[src/rtl/itype_issue_scheduler_pkg.sv]
// Shared definitions for the I-type issue scheduler: opcodes, default widths
// and the issue-entry layout carried through the issue FIFO.
package itype_issue_scheduler_pkg;

  localparam int unsigned DEF_DATA_WIDTH  = 32;
  localparam int unsigned DEF_RF_WIDTH    = 5;
  localparam int unsigned DEF_FUNC3_WIDTH = 3;
  localparam int unsigned DEF_TAG_WIDTH   = 7;
  localparam int unsigned DEF_EXEC_WIDTH  = 4;
  localparam int unsigned DEF_QUEUE_DEPTH = 4;

  localparam logic [6:0] OPCODE_OPIMM = 7'b0010011;
  localparam logic [6:0] OPCODE_LOAD  = 7'b0000011;

  typedef struct packed {
    logic                       load;
    logic [DEF_RF_WIDTH-1:0]    rs1;
    logic [DEF_RF_WIDTH-1:0]    rd;
    logic [DEF_FUNC3_WIDTH-1:0] func3;
    logic [DEF_DATA_WIDTH-1:0]  imm;
    logic [DEF_TAG_WIDTH-1:0]   tag;
  } issue_entry_t;

endpackage

[src/rtl/itype_issue_scheduler_rr.sv]
// Round-robin picker: first free ALU at or after rr_ptr, wrapping modulo
// EXEC_WIDTH. Purely combinational.
module issue_rr_picker #(
  parameter int unsigned EXEC_WIDTH = 4,
  parameter int unsigned RR_W       = 2
) (
  input  logic [EXEC_WIDTH-1:0] free,
  input  logic [RR_W-1:0]       rr_ptr,
  output logic [EXEC_WIDTH-1:0] grant,
  output logic [RR_W-1:0]       grant_idx,
  output logic                  any_grant
);

  logic [RR_W-1:0] idx;

  always_comb begin
    grant     = '0;
    grant_idx = '0;
    any_grant = 1'b0;
    idx       = '0;
    for (int unsigned i = 0; i < EXEC_WIDTH; i++) begin
      idx = RR_W'((32'(rr_ptr) + i) % EXEC_WIDTH);
      if (!any_grant && free[idx]) begin
        grant[idx] = 1'b1;
        grant_idx  = idx;
        any_grant  = 1'b1;
      end
    end
  end

endmodule

[src/rtl/itype_issue_scheduler.sv]
// In-order issue controller for decoded I-type ops: FIFO buffering, RAW/WAW
// scoreboard blocking, round-robin ALU dispatch and a single load port.
module itype_issue_scheduler
  import itype_issue_scheduler_pkg::*;
#(
  parameter int unsigned DATA_WIDTH  = DEF_DATA_WIDTH,
  parameter int unsigned RF_WIDTH    = DEF_RF_WIDTH,
  parameter int unsigned FUNC3_WIDTH = DEF_FUNC3_WIDTH,
  parameter int unsigned TAG_WIDTH   = DEF_TAG_WIDTH,
  parameter int unsigned EXEC_WIDTH  = DEF_EXEC_WIDTH,
  parameter int unsigned QUEUE_DEPTH = DEF_QUEUE_DEPTH
) (
  input  logic                   clk,
  input  logic                   rst,
  input  logic                   in_valid,
  output logic                   in_ready,
  input  logic                   in_load,
  input  logic [RF_WIDTH-1:0]    in_rs1,
  input  logic [RF_WIDTH-1:0]    in_rd,
  input  logic [FUNC3_WIDTH-1:0] in_func3,
  input  logic [DATA_WIDTH-1:0]  in_imm,
  input  logic [TAG_WIDTH-1:0]   in_tag,
  input  logic [EXEC_WIDTH-1:0]  alu_busy,
  output logic [EXEC_WIDTH-1:0]  alu_issue,
  input  logic                   ld_ready,
  output logic                   ld_issue,
  output logic [RF_WIDTH-1:0]    iss_rs1,
  output logic [RF_WIDTH-1:0]    iss_rd,
  output logic [FUNC3_WIDTH-1:0] iss_func3,
  output logic [DATA_WIDTH-1:0]  iss_imm,
  output logic [TAG_WIDTH-1:0]   iss_tag,
  input  logic                   wb_valid,
  input  logic [RF_WIDTH-1:0]    wb_rd
);

  localparam int unsigned QA_W  = $clog2(QUEUE_DEPTH);
  localparam int unsigned RR_W  = (EXEC_WIDTH > 1) ? $clog2(EXEC_WIDTH) : 1;
  localparam int unsigned NREGS = 1 << RF_WIDTH;

  // Same field order as issue_entry_t, but sized by this instance's parameters.
  typedef struct packed {
    logic                   load;
    logic [RF_WIDTH-1:0]    rs1;
    logic [RF_WIDTH-1:0]    rd;
    logic [FUNC3_WIDTH-1:0] func3;
    logic [DATA_WIDTH-1:0]  imm;
    logic [TAG_WIDTH-1:0]   tag;
  } entry_t;

  entry_t          mem [QUEUE_DEPTH];
  entry_t          head;
  entry_t          in_entry;
  logic [QA_W-1:0] wr_ptr;
  logic [QA_W-1:0] rd_ptr;
  logic [QA_W:0]   count;
  logic [NREGS-1:0] sb;
  logic [NREGS-1:0] sb_next;
  logic [RR_W-1:0] rr_ptr;
  logic [RR_W-1:0] rr_next;
  logic [RR_W-1:0] grant_idx;
  logic [EXEC_WIDTH-1:0] grant;
  logic any_grant;
  logic full, empty, hazard, alu_go, ld_go, push, pop;

  assign full     = (count == (QA_W + 1)'(QUEUE_DEPTH));
  assign empty    = (count == '0);
  assign in_ready = !full;
  assign push     = in_valid && !full;

  assign in_entry = '{load: in_load, rs1: in_rs1, rd: in_rd, func3: in_func3,
                      imm: in_imm, tag: in_tag};
  assign head     = mem[rd_ptr];

  // Hazard looks only at registered scoreboard state; same-cycle writeback
  // releases the op one cycle later.
  assign hazard = sb[head.rs1] | sb[head.rd];

  issue_rr_picker #(
    .EXEC_WIDTH(EXEC_WIDTH),
    .RR_W      (RR_W)
  ) u_picker (
    .free     (~alu_busy),
    .rr_ptr   (rr_ptr),
    .grant    (grant),
    .grant_idx(grant_idx),
    .any_grant(any_grant)
  );

  assign alu_go    = !empty && !head.load && !hazard && any_grant;
  assign ld_go     = !empty &&  head.load && !hazard && ld_ready;
  assign pop       = alu_go || ld_go;
  assign alu_issue = alu_go ? grant : '0;
  assign ld_issue  = ld_go;
  assign rr_next   = RR_W'((32'(grant_idx) + 1) % EXEC_WIDTH);

  assign iss_rs1   = empty ? '0 : head.rs1;
  assign iss_rd    = empty ? '0 : head.rd;
  assign iss_func3 = empty ? '0 : head.func3;
  assign iss_imm   = empty ? '0 : head.imm;
  assign iss_tag   = empty ? '0 : head.tag;

  // Clear before set so an issue and writeback to the same register leave it set.
  always_comb begin
    sb_next = sb;
    if (wb_valid) sb_next[wb_rd] = 1'b0;
    if (pop) sb_next[head.rd] = 1'b1;
    sb_next[0] = 1'b0;
  end

  always_ff @(posedge clk) begin
    if (rst) begin
      wr_ptr <= '0;
      rd_ptr <= '0;
      count  <= '0;
      sb     <= '0;
      rr_ptr <= '0;
    end else begin
      if (push) begin
        mem[wr_ptr] <= in_entry;
        wr_ptr      <= wr_ptr + 1'b1;
      end
      if (pop) rd_ptr <= rd_ptr + 1'b1;
      case ({push, pop})
        2'b10:   count <= count + 1'b1;
        2'b01:   count <= count - 1'b1;
        default: count <= count;
      endcase
      sb <= sb_next;
      if (alu_go) rr_ptr <= rr_next;
    end
  end

endmodule

[config.mk]
export PLATFORM = sky130hd
export DESIGN_NAME = itype_issue_scheduler
export DESIGN_NICKNAME = d
export VERILOG_FILES = /design/src/rtl/itype_issue_scheduler_pkg.sv /design/src/rtl/itype_issue_scheduler_rr.sv /design/src/rtl/itype_issue_scheduler.sv
export SDC_FILE = /design/constraint.sdc
export NUM_CORES = 1
export LEC_CHECK = 0
export BUFFER_PORTS_ARGS = -buffer_cell sky130_fd_sc_hd__buf_2
export CAP_MARGIN = 40
export CORE_UTILIZATION = 35
export DETAILED_ROUTE_END_ITERATION = 8
export MAX_ROUTING_LAYER = met4
export PLACE_DENSITY_LB_ADDON = 0.12
export SLEW_MARGIN = 25
export SYNTH_ARGS = -nofsm -noshare
export SYNTH_HDL_FRONTEND = slang
export SYNTH_SLANG_ARGS = --single-unit
[constraint.sdc]
create_clock -name clk -period 5.5 [get_ports clk]
set_clock_uncertainty 0.2 [all_clocks]
set_input_delay 0.275 -clock clk [delete_from_list [all_inputs] [get_ports clk]]
set_output_delay 0.275 -clock clk [all_outputs]
set_load 0.01 [all_outputs]
==> impl_metrics.py <==
metrics = {
    "timing": {
        "slew_viol_final": 0,
        "relSlewSlack": 0.484,
        "finalWorstPathRequiredPeriod_ns": 4.48,
        "rsz0062_at_grt": "no",
        "setup_ws_ns": 1.02,
        "setup_viol": 0,
        "fmax_mhz": 223,
        "hold_viol": 0,
        "setup_tns_ns": 0,
        "worst_slew_pin_slew_ns": 0.768,
        "period_share": 0.814,
    },
    "worst_setup_path": {
        "ff2ff_path_depth": 14,
        "cp-endpoint": "count[2]$_SDFFE_PP0P_",
        "worstSetupPathType": "flip-flop to flip-flop",
        "worstPathArrival_ns": 4.75,
        "endpoint_kind": "flip-flop",
        "crit_path_start": "rr_ptr[0]$_SDFFE_PP0P_",
        "required_ns": 5.78,
        "crit_fanout": 14,
        "r2r_slack_ns": 1.02,
        "r2r-end": "count[2]$_SDFFE_PP0P_",
        "cp-start-kind": "flip-flop",
        "r2r-start": "rr_ptr[0]$_SDFFE_PP0P_",
    },
    "synth": {
        "yosysWarnings": 0,
        "synthAdderAreaFrac": 0.0167,
        "netlist_instances": 679,
        "async_flop_share": 0,
        "synth.distinct_cells": 48,
        "synthSimpleGateAreaFrac": 0.0924,
        "muxShareOfSynthArea": 0.161,
        "synth_top_family_by_area": "multiplexers",
        "yosysSeqAreaShare": 0.658,
        "postSynthAreaPerCell_sq_um": 16.1,
        "syn_area_sq_um": 11000,
        "synthFlopType": "edfxtp_1",
        "synth_compound_gate_area_share": 0.0508,
        "synth_fp_nets": 760,
        "synth_edf_count": 212,
        "ys_ff_latch": 254,
        "synthXorXnorAreaFrac": 0.00320,
    },
    "clock_tree": {
        "clockBufferDepth": 3,
        "cts_resized": 0,
        "cts_max_level": 1,
        "clock_latency_ns": 0.55,
        "cts_buffers": 29,
        "clock_sinks": 254,
        "cts_tree": "built",
        "path_clk_slew_ns": 0.07,
        "cts_root_buf": "clkbuf_16",
    },
    "route": {
        "drc_errors": 0,
        "viasPerCell": 5.13,
        "drt-pass1-iter-count": 4,
        "wl_per_cell_um": 20.0,
        "dr.first_iter.drc_count": 420,
        "drt_wl_total_um": 25700,
        "antenna_left": 0,
        "dr_total_vias": 6619,
    },
    "global_routing": {
        "overflow": 0,
        "grt-busiest-layer": "met2",
        "use_met3": 0.0335,
        "grt_pass1_wl_um": 39900,
        "grt_use_met2": 0.280,
        "met1_usage": 0.211,
        "antenna_found_initial": 4,
        "grt_max_degree": 53,
        "grtUsageTotal": 0.169,
        "grt_pass1_vias": 7083,
    },
    "flow_run": {
        "maxCapViolations": 0,
    },
    "layout": {
        "final_common_cell": "edfxtp_1",
        "syn2layout_area_growth_pct": 23.9,
        "nNetsFinal": 950,
        "final_cell_mix": "212 x edfxtp_1, 124 x buf_2, 60 x dlygate4sd3_1",
        "drive_above_1_share": 0.292,
    },
    "floorplan": {
        "dieHeight_um": 179,
        "io_pins": 125,
        "initial_core_util": 0.357,
        "core_area_sq_um": 30700,
        "die-area_sq_um": 32000,
        "num_rows": 64,
        "die-width_um": 179,
    },
    "power_and_ir_drop": {
        "p_leak_nw": 4.69,
        "vdd_drop_max_mv": 0.280,
        "p_per_area_nw_per_um2": 451,
        "fin_total_pwr_mw": 6.12,
    },
    "placed_design": {
        "io_buffers": 124,
        "hpwlAfterDp_um": 16400,
        "globalplace.congestion": 0.849,
        "place_ws_ns": 1.02,
    },
    "status": {
        "status": "complete, no violations",
    },
    "worst_hold_path": {
        "hold_path.class": "input pin to flip-flop",
    },
}
## where the power goes
part | switching (mW) | internal (mW)
registers | 0.106 | 2.24
logic | 1.17 | 0.820
clock network | 0.770 | 1.02
total | 2.04 | 4.08
## worst min-delay path by stage
stage | cells past startpoint | from | endpoint
final | 4 | wb_rd[0] | sb[23]$_SDFF_PP0_
after global routing | 3 | wb_rd[4] | sb[12]$_SDFF_PP0_
after CTS | 3 | wb_rd[4] | sb[12]$_SDFF_PP0_
after detailed placement | 1 | in_imm[9] | mem[1][16]$_DFFE_PP_
after global placement | 2 | wr_ptr[1]$_SDFFE_PP0P_ | wr_ptr[1]$_SDFFE_PP0P_
after floorplan | 0 | in_tag[0] | mem[0][0]$_DFFE_PP_
## sequential cells by signal, summed over array words and instances, names as in the netlist, named ones only
register and flops:
sb 31, rr_ptr 2, wr_ptr 2, count 3
rd_ptr 2, mem 212
## routing by layer
metal / vias to the layer above / part of all wire
met2: 158 / 0.50
li1: 3054 / -
met1: 3364 / 0.43
met5: - / 0
met3: 43 / 0.049
met4: 0 / 0.022
## area by class of cell
type / count / area, sq um
Clock inverter: 20 / 163
Multi-Input combinational cell: 377 / 3580
Timing Repair Buffer: 197 / 1350
Inverter: 10 / 37.5
Antenna cell: 4 / 10.0
Clock buffer: 31 / 733
Sequential cell: 254 / 7210
Fill cell: 2747 / 17100
Tap cell: 396 / 495
## worst max-delay path, cell delays in order (launching register included)
cell     delay [ns]
dfxtp_1        0.70
inv_1          0.31
ha_1           0.51
mux2i_1        0.29
mux2i_1        0.18
and3_1         0.25
nand2_1        0.09
mux2i_1        0.18
nor3_1         0.36
ha_1           0.27
inv_1          0.06
fa_1           0.37
xor2_1         0.16
or3_1          0.31
a21oi_1        0.16
## cells by family (layout without fill, tap and decap cells)
logic type | count (synthesis) | after routing
flops | 254 | 254
simple gates | 185 | 185
mux | 104 | 104
compound gates | 70 | 70
buf+inv | 48 | 258
fa+ha+maj | 14 | 14
xor+xnor | 4 | 4
other cells | 0 | 4
## synth_stat cells (5+ instances only)
| cell | n | area share |
|---|---|---|
| a21oi_1 | 16 | 0.0073 |
| buf_2 | 7 | 0.0032 |
| or3_1 | 6 | 0.0034 |
| a22oi_1 | 6 | 0.0041 |
| mux2i_1 | 41 | 0.037 |
| nor2b_1 | 58 | 0.033 |
| nand2_1 | 35 | 0.012 |
| nor3b_1 | 6 | 0.0041 |
| nand3b_1 | 5 | 0.0034 |
| dfxtp_1 | 42 | 0.077 |
| nand3_1 | 9 | 0.0041 |
| nand2b_1 | 6 | 0.0034 |
| ha_1 | 13 | 0.015 |
| buf_1 | 7 | 0.0024 |
| nor2_1 | 29 | 0.0099 |
| mux2_2 | 5 | 0.0051 |
| clkbuf_1 | 22 | 0.0075 |
| nor3_1 | 11 | 0.0050 |
| mux4_2 | 57 | 0.12 |
| inv_1 | 9 | 0.0031 |
| edfxtp_1 | 212 | 0.58 |
| a32o_1 | 31 | 0.028 |
| o21ai_0 | 6 | 0.0027 |
## what timing repair did
| action | CTS | global route |
|---|---|---|
| setup buffers | 0 | 0 |
| hold buffers | 60 | 0 |
| hold endpoints to repair | 222 | 0 |
## per-stage QoR
stage | hold WS, ns | cells | util | area, sq um
floorplan | 0.174 | 679 | - | 11000
global placement | 0.284 | 1172 | 0.392 | 12000
detailed placement | 0.291 | 1174 | 0.394 | 12100
CTS | 0.0150 | 1285 | 0.443 | 13600
global route | 0.0302 | 1289 | 0.443 | 13600
finish | 0.0425 | 1289 | 0.443 | 13600
(Power assumes the default switching activity.)
